[src/rtl/seq_divider_4x4_pkg.sv]
// Shared Arithmetic Unit definitions: operand width and the divider FSM state encoding.
package au_pkg;

    localparam int AU_WIDTH = 4;

    typedef logic [1:0] au_state_t;

    localparam au_state_t ST_IDLE = 2'b00;
    localparam au_state_t ST_CALC = 2'b01;
    localparam au_state_t ST_FIN  = 2'b10;

endpackage

[src/rtl/seq_divider_4x4_if.sv]
// Request/result bundle between an AU client (master) and the sequential divider (slave).
interface seq_divider_4x4_if
    import au_pkg::*;
#(
    parameter int WIDTH = AU_WIDTH
);

    // Handshake: start is sampled only while the divider is idle (busy=0, done=0);
    // dividend/divisor are captured on that accepting edge. done pulses for one cycle
    // when quotient/remainder/div_by_zero update; those results then hold until the
    // next completion. state mirrors the FSM register for observation.
    logic             start;
    logic [WIDTH-1:0] dividend;
    logic [WIDTH-1:0] divisor;
    logic             busy;
    logic             done;
    logic [WIDTH-1:0] quotient;
    logic [WIDTH-1:0] remainder;
    logic             div_by_zero;
    au_state_t        state;

    modport master (
        output start, dividend, divisor,
        input  busy, done, quotient, remainder, div_by_zero, state
    );

    modport slave (
        input  start, dividend, divisor,
        output busy, done, quotient, remainder, div_by_zero, state
    );

endinterface

[src/rtl/seq_divider_4x4_trial_sub.sv]
// Trial subtractor for one restoring-division step: a ripple of full adders computing
// a + ~b + 1, with borrow = ~carry_out telling the caller to restore.
module full_adder (
    input  logic i_a,
    input  logic i_b,
    input  logic i_cin,
    output logic o_sum,
    output logic o_cout
);

    assign o_sum  = i_a ^ i_b ^ i_cin;
    assign o_cout = (i_a & i_b) | (i_cin & (i_a ^ i_b));

endmodule

module div_trial_sub #(
    parameter int W = 5
) (
    input  logic [W-1:0] i_a,
    input  logic [W-1:0] i_b,
    output logic [W-1:0] o_diff,
    output logic         o_borrow
);

    logic [W:0]   w_carry;
    logic [W-1:0] w_b_n;

    assign w_b_n      = ~i_b;
    assign w_carry[0] = 1'b1;

    for (genvar gi = 0; gi < W; gi++) begin : g_bit
        full_adder u_fa (
            .i_a    (i_a[gi]),
            .i_b    (w_b_n[gi]),
            .i_cin  (w_carry[gi]),
            .o_sum  (o_diff[gi]),
            .o_cout (w_carry[gi+1])
        );
    end

    assign o_borrow = ~w_carry[W];

endmodule

[src/rtl/seq_divider_4x4.sv]
// Sequential restoring divider: one quotient bit per clock, IDLE -> CALC x WIDTH -> FIN.
// Divide-by-zero skips CALC and reports all-ones quotient with the dividend as remainder.
module seq_divider_4x4
    import au_pkg::*;
#(
    parameter int WIDTH = AU_WIDTH,
    parameter int CNT_W = 2            // 2**CNT_W must cover WIDTH iterations
) (
    input  logic               clk,
    input  logic               rst_n,
    seq_divider_4x4_if.slave   bus
);

    au_state_t        r_state;
    logic [CNT_W-1:0] r_cnt;
    logic [WIDTH:0]   r_r;
    logic [WIDTH-1:0] r_q;
    logic [WIDTH-1:0] r_dvsr;
    logic [WIDTH-1:0] r_quotient;
    logic [WIDTH-1:0] r_remainder;
    logic             r_dbz;

    logic [WIDTH:0]   w_shift;
    logic [WIDTH:0]   w_diff;
    logic             w_borrow;
    logic [WIDTH:0]   w_r_next;
    logic [WIDTH-1:0] w_q_next;
    logic             w_unused_r_msb;

    // Partial remainder is always below the divisor, so its top bit never feeds the shift.
    assign w_shift        = {r_r[WIDTH-1:0], r_q[WIDTH-1]};
    assign w_unused_r_msb = r_r[WIDTH];

    div_trial_sub #(
        .W (WIDTH + 1)
    ) u_trial (
        .i_a      (w_shift),
        .i_b      ({1'b0, r_dvsr}),
        .o_diff   (w_diff),
        .o_borrow (w_borrow)
    );

    assign w_r_next = w_borrow ? w_shift : w_diff;
    assign w_q_next = {r_q[WIDTH-2:0], ~w_borrow};

    always_ff @(posedge clk or negedge rst_n) begin
        if (!rst_n) begin
            r_state     <= ST_IDLE;
            r_cnt       <= '0;
            r_r         <= '0;
            r_q         <= '0;
            r_dvsr      <= '0;
            r_quotient  <= '0;
            r_remainder <= '0;
            r_dbz       <= 1'b0;
        end else begin
            case (r_state)
                ST_IDLE: begin
                    if (bus.start) begin
                        r_dvsr <= bus.divisor;
                        r_q    <= bus.dividend;
                        r_r    <= '0;
                        r_cnt  <= CNT_W'(WIDTH - 1);
                        if (bus.divisor == '0) begin
                            r_quotient  <= '1;
                            r_remainder <= bus.dividend;
                            r_dbz       <= 1'b1;
                            r_state     <= ST_FIN;
                        end else begin
                            r_state <= ST_CALC;
                        end
                    end
                end
                ST_CALC: begin
                    r_r   <= w_r_next;
                    r_q   <= w_q_next;
                    r_cnt <= r_cnt - 1'b1;
                    if (r_cnt == '0) begin
                        r_quotient  <= w_q_next;
                        r_remainder <= w_r_next[WIDTH-1:0];
                        r_dbz       <= 1'b0;
                        r_state     <= ST_FIN;
                    end
                end
                ST_FIN:  r_state <= ST_IDLE;
                default: r_state <= ST_IDLE;
            endcase
        end
    end

    assign bus.busy        = (r_state == ST_CALC);
    assign bus.done        = (r_state == ST_FIN);
    assign bus.quotient    = r_quotient;
    assign bus.remainder   = r_remainder;
    assign bus.div_by_zero = r_dbz;
    assign bus.state       = r_state;

endmodule

[src/flat_wrapper.sv]
// flat-port wrapper written by rule: the top's interface ports become plain ports
module seq_divider_4x4_flat import au_pkg::*;
#(
    parameter int WIDTH = AU_WIDTH,
    parameter int CNT_W = 2                                                   
)
  (clk, rst_n, bus_start, bus_dividend, bus_divisor, bus_busy, bus_done, bus_quotient, bus_remainder, bus_div_by_zero, bus_state);
  seq_divider_4x4_if #(.WIDTH(WIDTH)) bus_i ();
  input  logic clk;
  input  logic rst_n;
  input wire logic [$bits(bus_i.start)-1:0] bus_start;
  input wire logic [$bits(bus_i.dividend)-1:0] bus_dividend;
  input wire logic [$bits(bus_i.divisor)-1:0] bus_divisor;
  output wire logic [$bits(bus_i.busy)-1:0] bus_busy;
  output wire logic [$bits(bus_i.done)-1:0] bus_done;
  output wire logic [$bits(bus_i.quotient)-1:0] bus_quotient;
  output wire logic [$bits(bus_i.remainder)-1:0] bus_remainder;
  output wire logic [$bits(bus_i.div_by_zero)-1:0] bus_div_by_zero;
  output wire logic [$bits(bus_i.state)-1:0] bus_state;
  assign bus_i.start = bus_start;
  assign bus_i.dividend = bus_dividend;
  assign bus_i.divisor = bus_divisor;
  assign bus_busy = bus_i.busy;
  assign bus_done = bus_i.done;
  assign bus_quotient = bus_i.quotient;
  assign bus_remainder = bus_i.remainder;
  assign bus_div_by_zero = bus_i.div_by_zero;
  assign bus_state = bus_i.state;
  seq_divider_4x4 #(.WIDTH(WIDTH), .CNT_W(CNT_W)) u_core (.clk(clk), .rst_n(rst_n), .bus(bus_i));
endmodule
[config.mk]
export PLATFORM = sky130hd
export DESIGN_NAME = seq_divider_4x4_flat
export DESIGN_NICKNAME = d
export VERILOG_FILES = /design/src/rtl/seq_divider_4x4_pkg.sv /design/src/rtl/seq_divider_4x4_if.sv /design/src/rtl/seq_divider_4x4_trial_sub.sv /design/src/rtl/seq_divider_4x4.sv /design/src/flat_wrapper.sv
export SDC_FILE = /design/constraint.sdc
export NUM_CORES = 1
export LEC_CHECK = 0
export CORE_ASPECT_RATIO = 1.4
export CORE_MARGIN = 5
export CORE_UTILIZATION = 57
export CTS_BUF_LIST = sky130_fd_sc_hd__clkbuf_4
export DETAILED_ROUTE_END_ITERATION = 12
export PLACE_DENSITY = 0.95
export SYNTH_ARGS = -nofsm -noshare
export SYNTH_HDL_FRONTEND = slang
export SYNTH_SLANG_ARGS = --single-unit
[constraint.sdc]
create_clock -name clk -period 5.1 [get_ports clk]
set_clock_uncertainty 0.1 [all_clocks]
set_input_delay 1.275 -clock clk [delete_from_list [all_inputs] [get_ports clk]]
set_output_delay 1.275 -clock clk [all_outputs]
set_load 0.005 [all_outputs]
## After elaboration in Yosys (flattened, before gate mapping)

Cells that the tools add are included.

- Bits of input ports: 11
- Register bits: 25

- Eq/ne operators: 5
- $add $sub $neg: 1
- Reduce and logical (&&, ||, !) cells: 8
- Mux-type cells: 23
- Bitwise logic cells: 24

Operators with widths:

| cell | count |
|---|---|
| $mux W4 | 9 |
| $pmux W4 S2 | 4 |
| $and A1 B1 Y1 | 9 |
| $mux W2 | 4 |
| $pmux W2 S2 | 2 |
| $xor A1 B1 Y1 | 8 |
| $reduce_and A2 Y1 | 3 |
| $not A4 Y5 | 1 |
| $or A1 B1 Y1 | 5 |
| $logic_not A2 Y1 | 2 |
| $logic_not A4 Y1 | 1 |
| $ne A2 B1 Y1 const B | 2 |
| $reduce_and A4 Y1 | 1 |
| $mux W1 | 3 |
| $eq A2 B1 Y1 const B | 1 |
| $eq A2 B2 Y1 const B | 1 |
| $ne A2 B2 Y1 const B | 1 |
| $pmux W1 S2 | 1 |
| $reduce_bool A2 Y1 | 1 |
| $sub A2 B1 Y2 const B | 1 |
| $not A1 Y1 | 1 |

## Logic depth before layout (Yosys ltp)

Gate-level depths: netlist of the first run.

- Depth in word-level cells: 14
- Gate-level depth with buffers: 11

## By module

From an unflattened synthesis of the first run, not the netlist that was laid out.

- Cell total of the unflattened synthesis: 114
- Area total of the unflattened synthesis: 1276.2 sq um

Modules (own cells, without submodules):

| module | area an instance (sq um) | cells an instance | seq. area each (sq um) | instances |
|---|---|---|---|---|
| seq_divider_4x4 | 1149.9 | 102 | 625.6 | 1 |
| full_adder | 20.0 | 1 | 0.0 | 5 |
| div_trial_sub | 26.3 | 7 | 0.0 | 1 |

## Worst setup path before layout of the first run

No wires, ideal clock.

- Kind: input to register
- From: input port bus_divisor[2]
- To: register u_core.r_quotient[0] (netlist: u_core.bus.quotient[0])
- Buffers on the path: 0
- Path slack: 2.572 ns
- Data arrival time: 2.349 ns
- Stages on the path: 4
- Library setup time: 0.079 ns
- Data required time: 4.921 ns
- Cell sequence: or4_4 > o21a_4 > inv_2 > mux2i_1

- Word-level cells in the longest chain between the ends: 3

Ends and longest elaborated chain:

| item | line | source |
|---|---|---|
| start, declared | flat_wrapper.sv:13 | `input wire logic [$bits(bus_i.divisor)-1:0] bus_divisor;` |
| $logic_not A4 Y1 | seq_divider_4x4.sv:64 | `if (bus.divisor == '0) begin` |
| $ne A2 B1 Y1 (no line) | -- |  |
| $reduce_and A4 Y1 (no line) | -- |  |
| end signal, assigned | seq_divider_4x4.sv:79 | `r_quotient <= w_q_next;` |
| end, declared | seq_divider_4x4.sv:19 | `logic [WIDTH-1:0] r_quotient;` |

Every way passes these cells.
A chain may end at the register's enable or synchronous reset.

## Worst setup path in the final report of the first run

- From: register u_core.r_state[1] (netlist: u_core.bus.state[1])
- To: output port bus_busy

- Word-level cells in the longest chain between the ends: 1

Ends and longest elaborated chain:

| item | line | source |
|---|---|---|
| start, declared | seq_divider_4x4.sv:14 | `au_state_t r_state;` |
| start signal, assigned | seq_divider_4x4.sv:48 | `r_state <= ST_IDLE;` |
| start signal, assigned | seq_divider_4x4.sv:68 | `r_state <= ST_FIN;` |
| start signal, assigned | seq_divider_4x4.sv:70 | `r_state <= ST_CALC;` |
| $eq A2 B1 Y1 | seq_divider_4x4.sv:91 | `assign bus.busy = (r_state == ST_CALC);` |
| end, declared | flat_wrapper.sv:14 | `output wire logic [$bits(bus_i.busy)-1:0] bus_busy;` |

Every way passes these cells.

==> results of run 1 <==
metal layers:
layer | track usage, % | share of wire [%]
met1 | 19.6 | 37
met4 | 9.18 | 2.0
met5 | 0 | 0
met3 | 3.40 | 4.4
met2 | 34.2 | 56
power breakdown:
group	internal (W)	total (W)	switching, W
Clock	0.0000300	0.0000898	0.0000597
Combinational	0.000256	0.000532	0.000276
Sequential	0.000293	0.000363	0.0000697
cell type report:
class                           count  area (µm²)  share of cell area (%)
Sequential cell                    25         626                    40.8
Timing Repair Buffer               23         230                    15.0
Tap cell                           22        27.5                    1.80
Multi-Input combinational cell     76         558                    36.4
Clock buffer                        3        22.5                    1.47
Inverter                           16        60.1                    3.92
Clock inverter                      1        7.51                   0.490
through the flow:
step	util (%)	power [W]	area, µm²	setup WS [ns]	instances
2_1_floorplan	-	0.000702	1260	2.57	122
3_3_place_gp	69.8	0.000861	1500	2.07	162
3_5_place_dp	69.8	0.000901	1500	2.01	162
4_1_cts	71.2	0.000991	1530	1.71	166
5_1_grt	71.2	0.00109	1530	1.59	166
6_report	71.2	0.000984	1530	1.71	166
sequential cells by signal, indices dropped and copies added, names as in the netlist:
signal	flops
u_core.bus.quotient	4
u_core.bus.remainder	4
u_core.r_dvsr	4
u_core.r_q	4
u_core.r_r	4
u_core.bus.state	2
u_core.r_cnt	2
u_core.bus.div_by_zero	1
how the worst max path moves through the flow:
stage               cells past startpoint                endpoint
finish                                  3                bus_busy
CTS                                     3                bus_busy
global placement                        5  u_core.bus.quotient[1]
detailed placement                      5  u_core.bus.quotient[0]
global route                            3                bus_busy
floorplan                               4  u_core.bus.quotient[0]
logic make-up after synthesis:
kind of cell	Yosys count	synth area share [%]
buffers and inverters	21	6.34
AOI/OAI and AO/OA	30	15.7
and+or+nand+nor	30	12.6
muxes	11	9.11
DFF	25	49.5
adders and majority gates	5	6.73
Yosys cell counts:
| cell | count |
|---|---|
| a211oi_1 | 4 |
| a21oi_1 | 5 |
| and3b_1 | 4 |
| buf_1 | 1 |
| buf_2 | 1 |
| clkbuf_1 | 3 |
| dfrtp_1 | 25 |
| fa_1 | 3 |
| ha_1 | 2 |
| inv_1 | 14 |
| inv_2 | 2 |
| mux2_2 | 4 |
| mux2i_1 | 7 |
| nand2_1 | 10 |
| nand2b_1 | 2 |
| nand3b_1 | 1 |
| nor2_1 | 9 |
| nor2b_1 | 1 |
| nor4_1 | 1 |
| o211ai_1 | 4 |
| o21a_1 | 1 |
| o21a_4 | 1 |
| o21ai_0 | 8 |
| o21bai_1 | 1 |
| o22ai_1 | 1 |
| o31ai_1 | 5 |
| or3b_1 | 1 |
| or4_4 | 1 |
worst max-delay path: cells and delay by family (launching register included):
kind                   cells  cell delay [ns]
and+or+nand+nor            1             0.43
DFF                        1             0.45
buffers and inverters      2             0.81
==> flow_metrics.tcl, run 1 <==
set metrics [dict create \
    synth.avg_cell_area_um2 10.4 \
    hold_buffers 0 \
    max-cap-violations 0 \
    track_usage_pct 18.5 \
    coreArea_um2 2150 \
    start_kind "flip-flop" \
    period_share_pct 66.5 \
    leakagePower_nw 0.689 \
    insertion_delay_ns 0.32 \
    max-slew-margin-rel_pct 26.6 \
    syn_area_um2 1260 \
    cp_max_fo 15 \
    cts-htree-levels 1 \
    syn_nets 138 \
    grt_pass1_wl_mm 4.59 \
    initial_utilization_pct 58.7 \
    io_buffers 23 \
    io_pins 24 \
    mostFrequentLayoutCells "dfrtp_1 (25), clkdlybuf4s50_1 (23), inv_1 (14), nand2_1 (10), nor2_1 (9)" \
    path_cells "nand2b_1 -> inv_2 -> clkdlybuf4s50_1" \
    die-height_um 65.7 \
    syn2layout_area_growth_pct 21.2 \
    regToRegSetupSlack_ns 2.49 \
    crit_type "reg2out" \
    cts_setup_buffers 0 \
    crit_path_end_kind "output port" \
    die_area_um2 3270 \
    dp_hpwl_mm 2.11 \
    vias 948 \
    synthTopCellsByArea "dfrtp_1 (50%), mux2i_1 (5.5%), fa_1 (4.8%), inv_1 (4.2%), mux2_2 (3.6%)" \
    cts_max_path_buffers 2 \
    crit_required_ns 3.72 \
    place_congestion 0.817 \
    r2r-end "u_core.bus.remainder[1]" \
    ctsResizeCount 0 \
    holdPathEnd "u_core.bus.div_by_zero" \
    synth_seq_cells 25 \
    cts_tree "yes" \
    synthCells 122 \
    drt-pass1-iter-count 4 \
    numCtsBuffers 3 \
    ys_warn_count 0 \
    synth_top_cell_by_area "dfrtp_1" \
    hp-start "u_core.bus.div_by_zero" \
    avgViaCountPerCell 5.71 \
    max_stage_delay_ns 0.54 \
    clock_sinks 25 \
    grt_antenna_before_repair 0 \
    crit_slowest_cell "clkdlybuf4s50_1" \
    diodes 0 \
    holdWs_ns 0.408 \
    routedWlPerCell_um 16.3 \
    status "completed" \
    r2r_start "u_core.r_q[3]" \
    max_freq_mhz 295 \
    final_common_cell "dfrtp_1" \
    ir_drop_mv 0.409 \
    fin_crit_ns 3.39 \
    fin_nets 161 \
    rsz0062_at_grt "false" \
    finalHoldViolations 0 \
    hp-class "reg2reg" \
    grt_pass1_vias 985 \
    die_x_um 49.8 \
    synth_cell_types 28 \
    overflow 0 \
    arrival_ns 2.02 \
    routed_wl_mm 2.71 \
    fillCellCount 166 \
    hold_depth 1 \
    yosysSeqAreaShare_pct 49.5 \
    grt_max_degree 26 \
    r2r_cells 10 \
    tns_ns 0 \
    root_buffer "clkbuf_4" \
    ant_nets 0 \
    synth_top_area_share_pct 49.5 \
    tightestPinTransition_ns 1.10 \
    drive_above_1_share_pct 8.33 \
    drc_errors 0 \
    drv_slew 0 \
    drt_iter0_drc 18 \
    setup_viol_count_final 0 \
    rows 20 \
    clk_pin_slew_worst_paths_ns 0.14 \
    power_density_nw_per_um2 643 \
    crit_start "u_core.bus.state[1]" \
]
(Power assumes the default switching activity.)
==> run 2: changes to the inputs <==
- CORE_UTILIZATION: 57 -> 48
- PLACE_DENSITY: 0.95 -> 0.87
- clock period: 5.1 -> 2.9 ns (I/O delays scaled with it)
==> run 2 against run 1 <==
Die area up 15%. Hold slack improved by 0.0094 ns. Total power up 78%. Critical path type is now reg2reg. Via count grew 3.0%. Critical path depth is 7 higher.
==> flow_metrics.tcl, run 2 (same netlist as run 1, synthesis figures left out) <==
set metrics [dict create \
    finalHoldViolations 0 \
    avgViaCountPerCell 5.30 \
    clk_pin_slew_worst_paths_ns 0.14 \
    hp-start "u_core.r_cnt[0]" \
    track_usage_pct 15.9 \
    ctsResizeCount 0 \
    holdWs_ns 0.418 \
    fin_cells 184 \
    coreArea_um2 2590 \
    root_buffer "clkbuf_4" \
    drv_slew 0 \
    cts_setup_buffers 0 \
    grt_antenna_before_repair 0 \
    initial_utilization_pct 48.8 \
    drc_errors 0 \
    start_kind "flip-flop" \
    power_density_nw_per_um2 1110 \
    rsz0062_at_grt "false" \
    leakagePower_nw 0.712 \
    power_w 0.00175 \
    ant_nets 0 \
    drt_iter0_drc 14 \
    grt_max_degree 26 \
    place_congestion 0.762 \
    numCtsBuffers 3 \
    crit_type "reg2reg" \
    vias 976 \
    syn2layout_area_growth_pct 24.8 \
    ir_drop_mv 0.504 \
    die-height_um 70.7 \
    routedWlPerCell_um 14.6 \
    overflow 0 \
    die_x_um 53.4 \
    hold_buffers 0 \
    drt-pass1-iter-count 5 \
    cts_tree "yes" \
    die_area_um2 3770 \
    setup_viol_count_final 0 \
    cts_max_path_buffers 2 \
    grt_pass1_vias 1044 \
    area.sequential_um2 626 \
    max-cap-violations 0 \
    tightestPinTransition_ns 0.324 \
    rows 22 \
    crit_required_ns 3.00 \
    r2r-end "u_core.bus.remainder[0]" \
    status "completed" \
    place_area_um2 1550 \
    final_common_cell "dfrtp_1" \
    grt_pass1_wl_mm 4.60 \
    io_buffers 23 \
    r2r_start "u_core.r_q[3]" \
    period_share_pct 91.2 \
    multi_input_area_um2 558 \
    arrival_ns 2.75 \
    dp_hpwl_mm 2.17 \
    holdPathEnd "u_core.r_cnt[0]" \
    diodes 0 \
    fin_crit_ns 2.64 \
    io_pins 24 \
    routed_wl_mm 2.68 \
    drive_above_1_share_pct 10.8 \
    cp_max_fo 9 \
    r2r_cells 10 \
    max-slew-margin-rel_pct 78.2 \
    hold_depth 1 \
    clock_sinks 25 \
    cts-htree-levels 1 \
    fin_area_um2 1580 \
    fin_nets 165 \
    placedCellCount 180 \
    crit_path_end_kind "flip-flop" \
    hp-class "reg2reg" \
    fillCellCount 220 \
    mostFrequentLayoutCells "dfrtp_1 (25), clkdlybuf4s50_1 (23), inv_1 (14), nand2_1 (10), nor2_1 (9)" \
    insertion_delay_ns 0.31 \
    tns_ns 0 \
    regToRegSetupSlack_ns 0.26 \
    max_freq_mhz 378 \
]
run 2: through the flow:
step / setup WS (ns) / utilization, %
2_1_floorplan: 0.556 / -
3_3_place_gp: 0.379 / 59.9
3_5_place_dp: 0.263 / 59.9
4_1_cts: 0.246 / 60.9
5_1_grt: 0.109 / 60.9
6_report: 0.256 / 60.9
run 2: routing by layer:
metal / vias to the layer above / GRT usage, % / wire length, µm
met5: - / 0 / 0
met3: 8 / 2.53 / 80
met1: 476 / 16.5 / 1060
li1: 470 / - / -
met4: 0 / 6.82 / 81
met2: 22 / 29.7 / 1460
run 2: area by class of cell:
| cell class | instances | share of cell area, % |
|---|---|---|
| Sequential cell | 25 | 39.7 |
| Tap cell | 36 | 2.86 |
| Clock buffer | 3 | 1.43 |
| Clock inverter | 1 | 0.317 |
| Multi-Input combinational cell | 76 | 35.4 |
| Inverter | 16 | 3.81 |
| Timing Repair Buffer | 27 | 16.5 |
run 2: worst max-delay path by stage:
stage               cells past startpoint                 endpoint  slack [ns]     startpoint
floorplan                              11  u_core.bus.remainder[0]        0.56  u_core.r_q[3]
global placement                       10  u_core.bus.remainder[0]        0.38  u_core.r_q[3]
detailed placement                     10  u_core.bus.remainder[0]        0.26  u_core.r_q[3]
CTS                                    10  u_core.bus.remainder[0]        0.25  u_core.r_q[3]
global route                           10  u_core.bus.remainder[0]        0.11  u_core.r_q[3]
finish                                 10  u_core.bus.remainder[0]        0.26  u_core.r_q[3]
run 2: power breakdown:
part / switching, W / leakage (nW) / internal, W
registers: 0.000123 / 0.296 / 0.000515
clock network: 0.000104 / 0.0177 / 0.0000515
logic: 0.000485 / 0.398 / 0.000474
total: 0.000711 / 0.712 / 0.00104
run 2: critical path, stage by stage (launching register included):
cell and delay [ns]:
dfrtp_1 0.43, inv_1 0.07, ha_1 0.13, inv_1 0.05, fa_1 0.37, fa_1 0.37
inv_1 0.08, fa_1 0.24, nand2b_1 0.22, a211oi_1 0.36, o31ai_1 0.11
